### src/rtl/fetch_queue.sv
// Instruction-fetch front end: issues pipelined halfword fetches to a variable-latency memory
// and buffers {pc, instr} pairs in a credit-managed FIFO, dropping wrong-path responses.
module fetch_queue #(
  parameter int unsigned     WORD      = 32,
  parameter int unsigned     HALF_WORD = 16,
  parameter int unsigned     DEPTH     = 4,
  parameter logic [WORD-1:0] RESET_PC  = '0
) (
  input  logic                       clk_i,
  input  logic                       reset_i,
  input  logic                       stall_pipeline_i,
  input  logic                       redirect_valid_i,
  input  logic [WORD-1:0]            redirect_pc_i,
  output logic                       imem_req_o,
  output logic [WORD-1:0]            imem_addr_o,
  input  logic                       imem_valid_i,
  input  logic [HALF_WORD-1:0]       imem_instr_i,
  output logic                       instr_valid_o,
  output logic [HALF_WORD-1:0]       instruction_o,
  output logic [WORD-1:0]            program_counter_o,
  output logic [$clog2(DEPTH+1)-1:0] occupancy_o
);

  localparam int unsigned OccW = $clog2(DEPTH + 1);
  localparam int unsigned CntW = $clog2(2 * DEPTH + 1);
  localparam int unsigned SumW = CntW + 1;
  localparam int unsigned PtrW = $clog2(DEPTH);

  logic [WORD-1:0]      fetch_pc_q, fetch_pc_d;
  logic [WORD-1:0]      resp_pc_q, resp_pc_d;
  logic [CntW-1:0]      out_cnt_q, out_cnt_d;
  logic [CntW-1:0]      drop_cnt_q, drop_cnt_d;
  logic [OccW-1:0]      occ_q, occ_d;
  logic [PtrW-1:0]      rd_ptr_q, rd_ptr_d;
  logic [PtrW-1:0]      wr_ptr_q, wr_ptr_d;
  logic [WORD-1:0]      pc_mem_q    [DEPTH];
  logic [HALF_WORD-1:0] instr_mem_q [DEPTH];

  logic [SumW-1:0] in_use;
  logic            issue;
  logic            push;
  logic            pop;
  logic [WORD-1:0] redirect_pc_aligned;

  function automatic logic [PtrW-1:0] ptr_inc(input logic [PtrW-1:0] p);
    return (p == PtrW'(DEPTH - 1)) ? '0 : p + PtrW'(1);
  endfunction

  // Live credits: buffered entries plus in-flight requests that will actually be pushed.
  assign in_use = SumW'(occ_q) + SumW'(out_cnt_q - drop_cnt_q);
  assign issue  = reset_i && !redirect_valid_i && (in_use < SumW'(DEPTH));
  assign push   = imem_valid_i && (drop_cnt_q == '0) && !redirect_valid_i;
  assign pop    = (occ_q != '0) && !stall_pipeline_i && !redirect_valid_i;

  assign redirect_pc_aligned = redirect_pc_i & ~WORD'(1);

  always_comb begin
    fetch_pc_d = fetch_pc_q;
    resp_pc_d  = resp_pc_q;
    rd_ptr_d   = rd_ptr_q;
    wr_ptr_d   = wr_ptr_q;
    occ_d      = occ_q;
    drop_cnt_d = drop_cnt_q;
    out_cnt_d  = out_cnt_q + CntW'(issue) - CntW'(imem_valid_i);
    if (redirect_valid_i) begin
      fetch_pc_d = redirect_pc_aligned;
      resp_pc_d  = redirect_pc_aligned;
      rd_ptr_d   = '0;
      wr_ptr_d   = '0;
      occ_d      = '0;
      // A response arriving now is discarded here, so it does not occupy a drop slot.
      drop_cnt_d = out_cnt_q - CntW'(imem_valid_i);
    end else begin
      if (issue) fetch_pc_d = fetch_pc_q + WORD'(2);
      if (push) begin
        resp_pc_d = resp_pc_q + WORD'(2);
        wr_ptr_d  = ptr_inc(wr_ptr_q);
      end
      if (pop) rd_ptr_d = ptr_inc(rd_ptr_q);
      if (push && !pop) begin
        occ_d = occ_q + OccW'(1);
      end else if (pop && !push) begin
        occ_d = occ_q - OccW'(1);
      end
      if (imem_valid_i && (drop_cnt_q != '0)) drop_cnt_d = drop_cnt_q - CntW'(1);
    end
  end

  always_ff @(posedge clk_i or negedge reset_i) begin
    if (!reset_i) begin
      fetch_pc_q <= RESET_PC;
      resp_pc_q  <= RESET_PC;
      out_cnt_q  <= '0;
      drop_cnt_q <= '0;
      occ_q      <= '0;
      rd_ptr_q   <= '0;
      wr_ptr_q   <= '0;
    end else begin
      fetch_pc_q <= fetch_pc_d;
      resp_pc_q  <= resp_pc_d;
      out_cnt_q  <= out_cnt_d;
      drop_cnt_q <= drop_cnt_d;
      occ_q      <= occ_d;
      rd_ptr_q   <= rd_ptr_d;
      wr_ptr_q   <= wr_ptr_d;
    end
  end

  always_ff @(posedge clk_i) begin
    if (push) begin
      pc_mem_q[wr_ptr_q]    <= resp_pc_q;
      instr_mem_q[wr_ptr_q] <= imem_instr_i;
    end
  end

  assign imem_req_o        = issue;
  assign imem_addr_o       = reset_i ? fetch_pc_q : '0;
  assign instr_valid_o     = (occ_q != '0);
  assign instruction_o     = instr_valid_o ? instr_mem_q[rd_ptr_q] : '0;
  assign program_counter_o = instr_valid_o ? pc_mem_q[rd_ptr_q] : '0;
  assign occupancy_o       = occ_q;

endmodule

### config.mk
export PLATFORM = sky130hd
export DESIGN_NAME = fetch_queue
export DESIGN_NICKNAME = d
export VERILOG_FILES = /design/src/rtl/fetch_queue.sv
export SDC_FILE = /design/constraint.sdc
export NUM_CORES = 1
export LEC_CHECK = 0
export CORE_ASPECT_RATIO = 1.4
export CORE_UTILIZATION = 28
export DETAILED_ROUTE_END_ITERATION = 8
export PLACE_DENSITY = 0.53
export RECOVER_POWER = 100
export SETUP_SLACK_MARGIN = 0.5
export SLEW_MARGIN = 20
export SYNTH_ARGS = -nofsm -noshare
export SYNTH_HDL_FRONTEND = slang
export SYNTH_SLANG_ARGS = --single-unit
### constraint.sdc
create_clock -name clk_i -period 3.2 [get_ports clk_i]
set_input_delay 0.48 -clock clk_i [delete_from_list [all_inputs] [get_ports clk_i]]
set_output_delay 0.48 -clock clk_i [all_outputs]
set_load 0.03 [all_outputs]
---- After elaboration in Yosys (flattened, before gate mapping) ----
Memory sizes are Yosys's and may differ from the RTL's.
Index checks and enable logic that the tools add are counted.
storage, ports and cells
  bits of input ports ..................... 53
  register bits ........................... 79
  logic and storage cells ................. 65
  output and inout bits ................... 85
  RAM bits ................................ 192
  memory bits (read-only) ................. 0
  memories ................................ 2
  latch bits .............................. 0
cells by class
  reduce and logical (&&, ||, !) cells .... 21
  muxes and demuxes ....................... 20
  shift-type cells ........................ 0
  div/mod/pow operators ................... 0
  equal/unequal tests ..................... 2
  bitwise gates (word level) .............. 0
  multiply operators ...................... 0
  order comparisons ....................... 1
  $add $sub $neg .......................... 12
memory list
  memory       words  bits a word  read ports  clocked after Yosys merged registers in  wr ports  line  text
  pc_mem_q     4      32           1           0                                        1         36    logic [WORD-1:0] pc_mem_q [DEPTH];
  instr_mem_q  4      16           1           0                                        1         37    logic [HALF_WORD-1:0] instr_mem_q [DEPTH];
operator list
  kind                   number
  $mux 32                6
  $add 32x2->32 const B  2
  $mux 16                1
  $mux 2                 6
  $logic_and 1x1->1      9
  $mux 3                 3
  $mux 4                 2
  $reduce_bool 2->1      4
  $sub 4x1->4            2
  $reduce_bool 3->1      2
  $add 3x5->5            1
  $lt 5x3->1 const B     1
  $sub 4x4->5            1
  $add 2x1->2 const B    2
  $add 4x1->4            1
  $eq 2x2->1 const B     2
  $logic_not 1->1        4
  $logic_not 4->1        1
  $reduce_bool 4->1      1
  $sub 4x1->4 const B    1
  $add 3x1->3 const B    1
  $sub 3x1->3 const B    1
  $mux 1                 2

---- Depth between registers and ports, before layout ----
Gate-level depths: netlist of the first run.
  depth in word-level cells ............... 8
  depth in mapped cells ................... 14
  gate-level depth less buffers ........... 13

---- Worst setup path before layout of the first run ----
Ideal clock, no wire load.
  path kind ............................... register to register
  start ................................... register occ_q[1] (netlist: occupancy_o[1])
  end ..................................... register out_cnt_q[1]
  library setup time ...................... 0.136 ns
  path buffers ............................ 1
  period minus slack after synthesis ...... 3.527 ns
  arrival time ............................ 3.392 ns
  slack ................................... -0.327 ns
  data required time ...................... 3.064 ns
  cell stages (with the launch flop) ...... 12
  cells stage by stage .................... dfrtp_1 -> inv_1 -> fa_1 -> inv_1 -> ha_1 -> and3b_1 -> or4_4 -> a21o_1 -> clkinv_1 -> buf_2 -> ha_1 -> fa_1
on the way
  longest elaborated chain between the ends .. 5
RTL lines
  what                    line  text
  start, declared         33    logic [OccW-1:0] occ_q, occ_d;
  start signal, assigned  95    occ_q <= '0;
  start signal, assigned  103   occ_q <= occ_d;
  $add 3x5->5             50    assign in_use = SumW'(occ_q) + SumW'(out_cnt_q - drop_cnt_q);
  $lt 5x3->1              51    assign issue = reset_i && !redirect_valid_i && (in_use < SumW'(DEPTH));
  $logic_and 1x1->1       51
  named net imem_req_o    14    output logic imem_req_o,
  $add 4x1->4             64    out_cnt_d = out_cnt_q + CntW'(issue) - CntW'(imem_valid_i);
  $sub 4x1->4             64
  named net out_cnt_d[1]  31    logic [CntW-1:0] out_cnt_q, out_cnt_d;
  end signal, assigned    101   out_cnt_q <= out_cnt_d;
  end, declared           31
The timed path passes the listed nets, and every way through them passes these cells.
A chain may end at the register's enable or synchronous reset.

---- Final worst setup path of the first run ----
  start ................................... register drop_cnt_q[1]
  end ..................................... output port imem_req_o
on the way
  longest elaborated chain between the ends .. 4
RTL lines
  what                    line  text
  start, declared         32    logic [CntW-1:0] drop_cnt_q, drop_cnt_d;
  start signal, assigned  102   drop_cnt_q <= drop_cnt_d;
  $sub 4x4->5             50
  $add 3x5->5             50
  $lt 5x3->1              51
  $logic_and 1x1->1       51
  end, declared           14
Every way passes these cells.

==> results of run 1 <==
cell usage after synthesis, drive strengths merged, types with 2 or more instances:
cell type and number:
a21boi 4, o21ai 33, mux2 6, or3 7
and3 12, a31o 2, clkbuf 34, xnor2 32
nand2b 4, a31oi 5, o311ai 6, o41ai 2
a221o 2, nor3 24, or4 7, a21oi 11
nand2 50, o211ai 4, a211oi 5, nor4 15
and4 7, o21a 2, and2 33, dfrtp 77
nor2 31, a32oi 3, edfxtp 188, buf 15
mux4 47, o31ai 5, ha 19, nand3 29
inv 37, nand4 20, nor2b 53, o31a 6
xor2 11, a21o 5, fa 4, mux2i 9
worst paths after layout:
path,from,endpoint
min,redirect_valid_i,rd_ptr_q[0]
max in group asynchronous,reset_i,rd_ptr_q[1]
max reg2reg,drop_cnt_q[1],fetch_pc_q[13]
min reg2reg,fetch_pc_q[23],fetch_pc_q[23]
min in group asynchronous,reset_i,fetch_pc_q[29]
max,drop_cnt_q[1],imem_req_o
cell families (layout without fill, tap and decap cells):
group                    Yosys count  after routing
other                              1              2
AND/OR/NAND/NOR                  298            298
flip-flops                       265            265
adder cells (fa/ha/maj)           23             23
XOR/XNOR                          43             43
AO/OA/AOI/OAI                     98             98
buffers and inverters             87            301
multiplexers                      62             62
power by group through the flow:
stage          Sequential, µW  Combinational (µW)  Clock [µW]
4_1_cts                  4310                5540        3410
6_report                 4320                5880        3320
5_1_grt                  4370                6340        3540
3_5_place_dp             4450                4590           0
2_1_floorplan            4260                2980           0
3_3_place_gp             4440                4550           0
final cells by class:
type | count | area (µm²)
timing repair buffer | 211 | 2030
clock buffer | 32 | 747
multi-input combinational | 526 | 4710
inverter | 38 | 155
clock inverter | 20 | 206
fill | 4075 | 26300
tap | 546 | 683
sequential | 265 | 7580
tightest hold or removal path: stages:
cell	delay, ns
buf_2	0.16
buf_4	0.26
nor2_1	0.13
state kept, by name, indices dropped and copies added (netlist names):
signal       flops
occupancy_o      3
drop_cnt_q       4
rd_ptr_q         2
instr_mem_q     64
out_cnt_q        4
wr_ptr_q         2
pc_mem_q       124
fetch_pc_q      31
resp_pc_q       31
repair_timing:
action	CTS	global route
pin swaps	22	26
hold buffers	1	0
hold endpoints to repair	5	0
gates cloned	5	2
setup endpoints to repair	83	75
setup buffers	25	9
resized for setup	311	123
per-layer routing:
layer | vias to the layer above | part of all wire (%) | GRT usage, % | wire [µm]
met5 | - | 0 | 0 | 0
met4 | 0 | 2.3 | 4.20 | 722
met3 | 45 | 4.0 | 1.89 | 1290
met2 | 213 | 53 | 26.6 | 16800
met1 | 3900 | 41 | 17.3 | 13100
li1 | 3682 | - | - | -
metrics by stage:
| step | setup slack [ns] | TNS (ns) |
|---|---|---|
| 3_3_place_gp | 0.0432 | 0 |
| 4_1_cts | -0.288 | -0.288 |
| 5_1_grt | -0.315 | -3.26 |
| 3_5_place_dp | 0.0112 | 0 |
| 6_report | -0.239 | -0.363 |
| 2_1_floorplan | 0.0362 | 0 |
==> summary.md, run 1 <==
| Metric | Value |
|---|---|
| Synth top area share | 46.6% |
| DRT iter0 DRCs | 342 |
| Relative slew slack | about a tenth |
| Worst slew pin tran | 1.34 ns |
| Final instance area | 16100 µm² |
| CTS tree | done |
| Yosys cell types | 55 |
| Sw Pwr | 4790 µW |
| Routed vias/inst | 4.79 |
| Row count | 89 |
| Sequential share of the synthesized area | 62.4% |
| Share of cells above drive strength 1 | 25.9% |
| Sequential share of power | a little under a third |
| Status | complete, but fails checks |
| Via count | 7840 |
| Vias in the first global route | 8075 |
| PnR Total Power | between 10000 and 15000 µW |
| Clock buffer depth | 3 |
| H-Tree Depth | 1 |
| WL final | roughly 32000 µm |
| Ys async rst share | about 29% |
| Reg-to-reg setup timing slack | -0.05 ns |
| GRT Total Usage | 14.4% |
| Critical path required time | 2.72 ns |
| Final nets | 1146 |
| Crit path depth | 9 |
| Crit path max-delay family | adder cells |
| CTS root buf | clkbuf_16 |
| Largest net degree at the start of global routing | about 50 |
| Area Overhead vs Synth | 32.9% |
| Setup Crit Path Kind | reg2out |
| Die Wd | 178 µm |
| Wirelength per Cell | 19.5 µm |
| Net Sw Frac | roughly 35% |
| CP startpoint kind | flip-flop |
| Mapped Cells | 877 |
| ANT cells | 0 |
| Placed Area | 14400 µm² |
| Fmax | around 290 MHz |
| Residual DRC count | 0 |
| Simple-Gate Fraction of Synth Area | 13.5% |
| Final Max Tran Viols | 0 |
| Pwr Density | 839 nW/µm² |
| Max cap viols | 0 |
| # IOs | 138 |
| Avg Cell Area, Syn | 13.8 µm² |
| Slowest cell delay on critical path | ~0.54 ns |
| CTS Buf Count | 28 |
| Period utilisation layout | 107% |
| Worst Setup End Kind | output port |
| Most common cell after layout, fill and taps aside | edfxtp_1 |
| WHS | ~0.53 ns |
| Arr. time, crit path | around 3 ns |
| Initial core utilization | about 29% |
| Synth warnings | 0 |
| Final core occ | 38.0% |
| XOR/XNOR Fraction of Synth Area | 3.11% |
| First-pass GRT wire length | 47900 µm |
| Synthesized area | 12100 µm² |
| Final Skew | 0.00832 ns |
| Placed Cells incl. Taps | 1544 |
| Cells along the critical path | fa_1 > inv_1 > ha_1 > and3b_1 > or4_4 > a21o_4 > clkinv_8 > buf_12 > buf_8 |
| WP buf/inv | 4 |
| Clock Latency Late Sink | about 0.55 ns |
| Maximum VDD drop | approximately 390 µV |
| GR Overflow Total | 0 |
| Post-route insts no fill | about 1600 |
| Final hold vios | 0 |
| R2r worst-path depth | 11 |
| Chip Height | 248 µm |
| Mux share of post-synthesis cell area | 10.0% |
| Crit-path slowest cell | fa_1 |
| Tmin final | roughly 3.4 ns |
| Failing checks | setup timing |
| Most frequent cells in the layout | edfxtp_1, dfrtp_1, nand2_1 |
| Hold Path Class | in2reg |
| Final worst slack | -0.239 ns |
| # port buffers | 134 |
| Seq cells post-synth | 265 |
| # setup viols final | 5 |
| CP max FO | 3 |
| Clock sinks | approximately 270 |
| EDFF count, synth | 188 |
| Cell taking the most area after synthesis | edfxtp_1 |
| Leak | between 0.005 and 0.006 µW |
| Int Pwr | around 8700 µW |
| Top cells by area, synth | edfxtp_1, dfrtp_1, mux4_2, nor2b_1, xnor2_1 |
| RD Place Congestion | 0.820 |
| Post-DP HPWL | between 15000 and 20000 µm |
| Combinational share of power | 43.5% |
| Initial DRT Pass Iterations | 4 |
| Reg clk slew, reported paths | 0.06 ns |
| Synth Area in Adders | about 2.6% |
| Top FF cell, synth | edfxtp_1 |
| Std-Cell Core Area | 42400 µm² |
| Clock power share | 24.5% |
| Post-synthesis compound-gate area fraction | 5.38% |
| WHS Path Cells | 3 |
| Antenna Nets Post-Route | 0 |
| Die Area | 44200 µm² |
| Largest family of logic cells by synthesized area | simple AND/OR/NAND/NOR gates |
| RSZ-0062 raised after global routing | yes |
| Initial antenna violation count | 0 |
No activity file was read; power rests on OpenSTA's default activity.
==> run 2: changes to the inputs <==
- ABC_AREA: not set -> 0
==> results of run 2 <==
Final layout, timing and power as in run 1 (identical DEF).
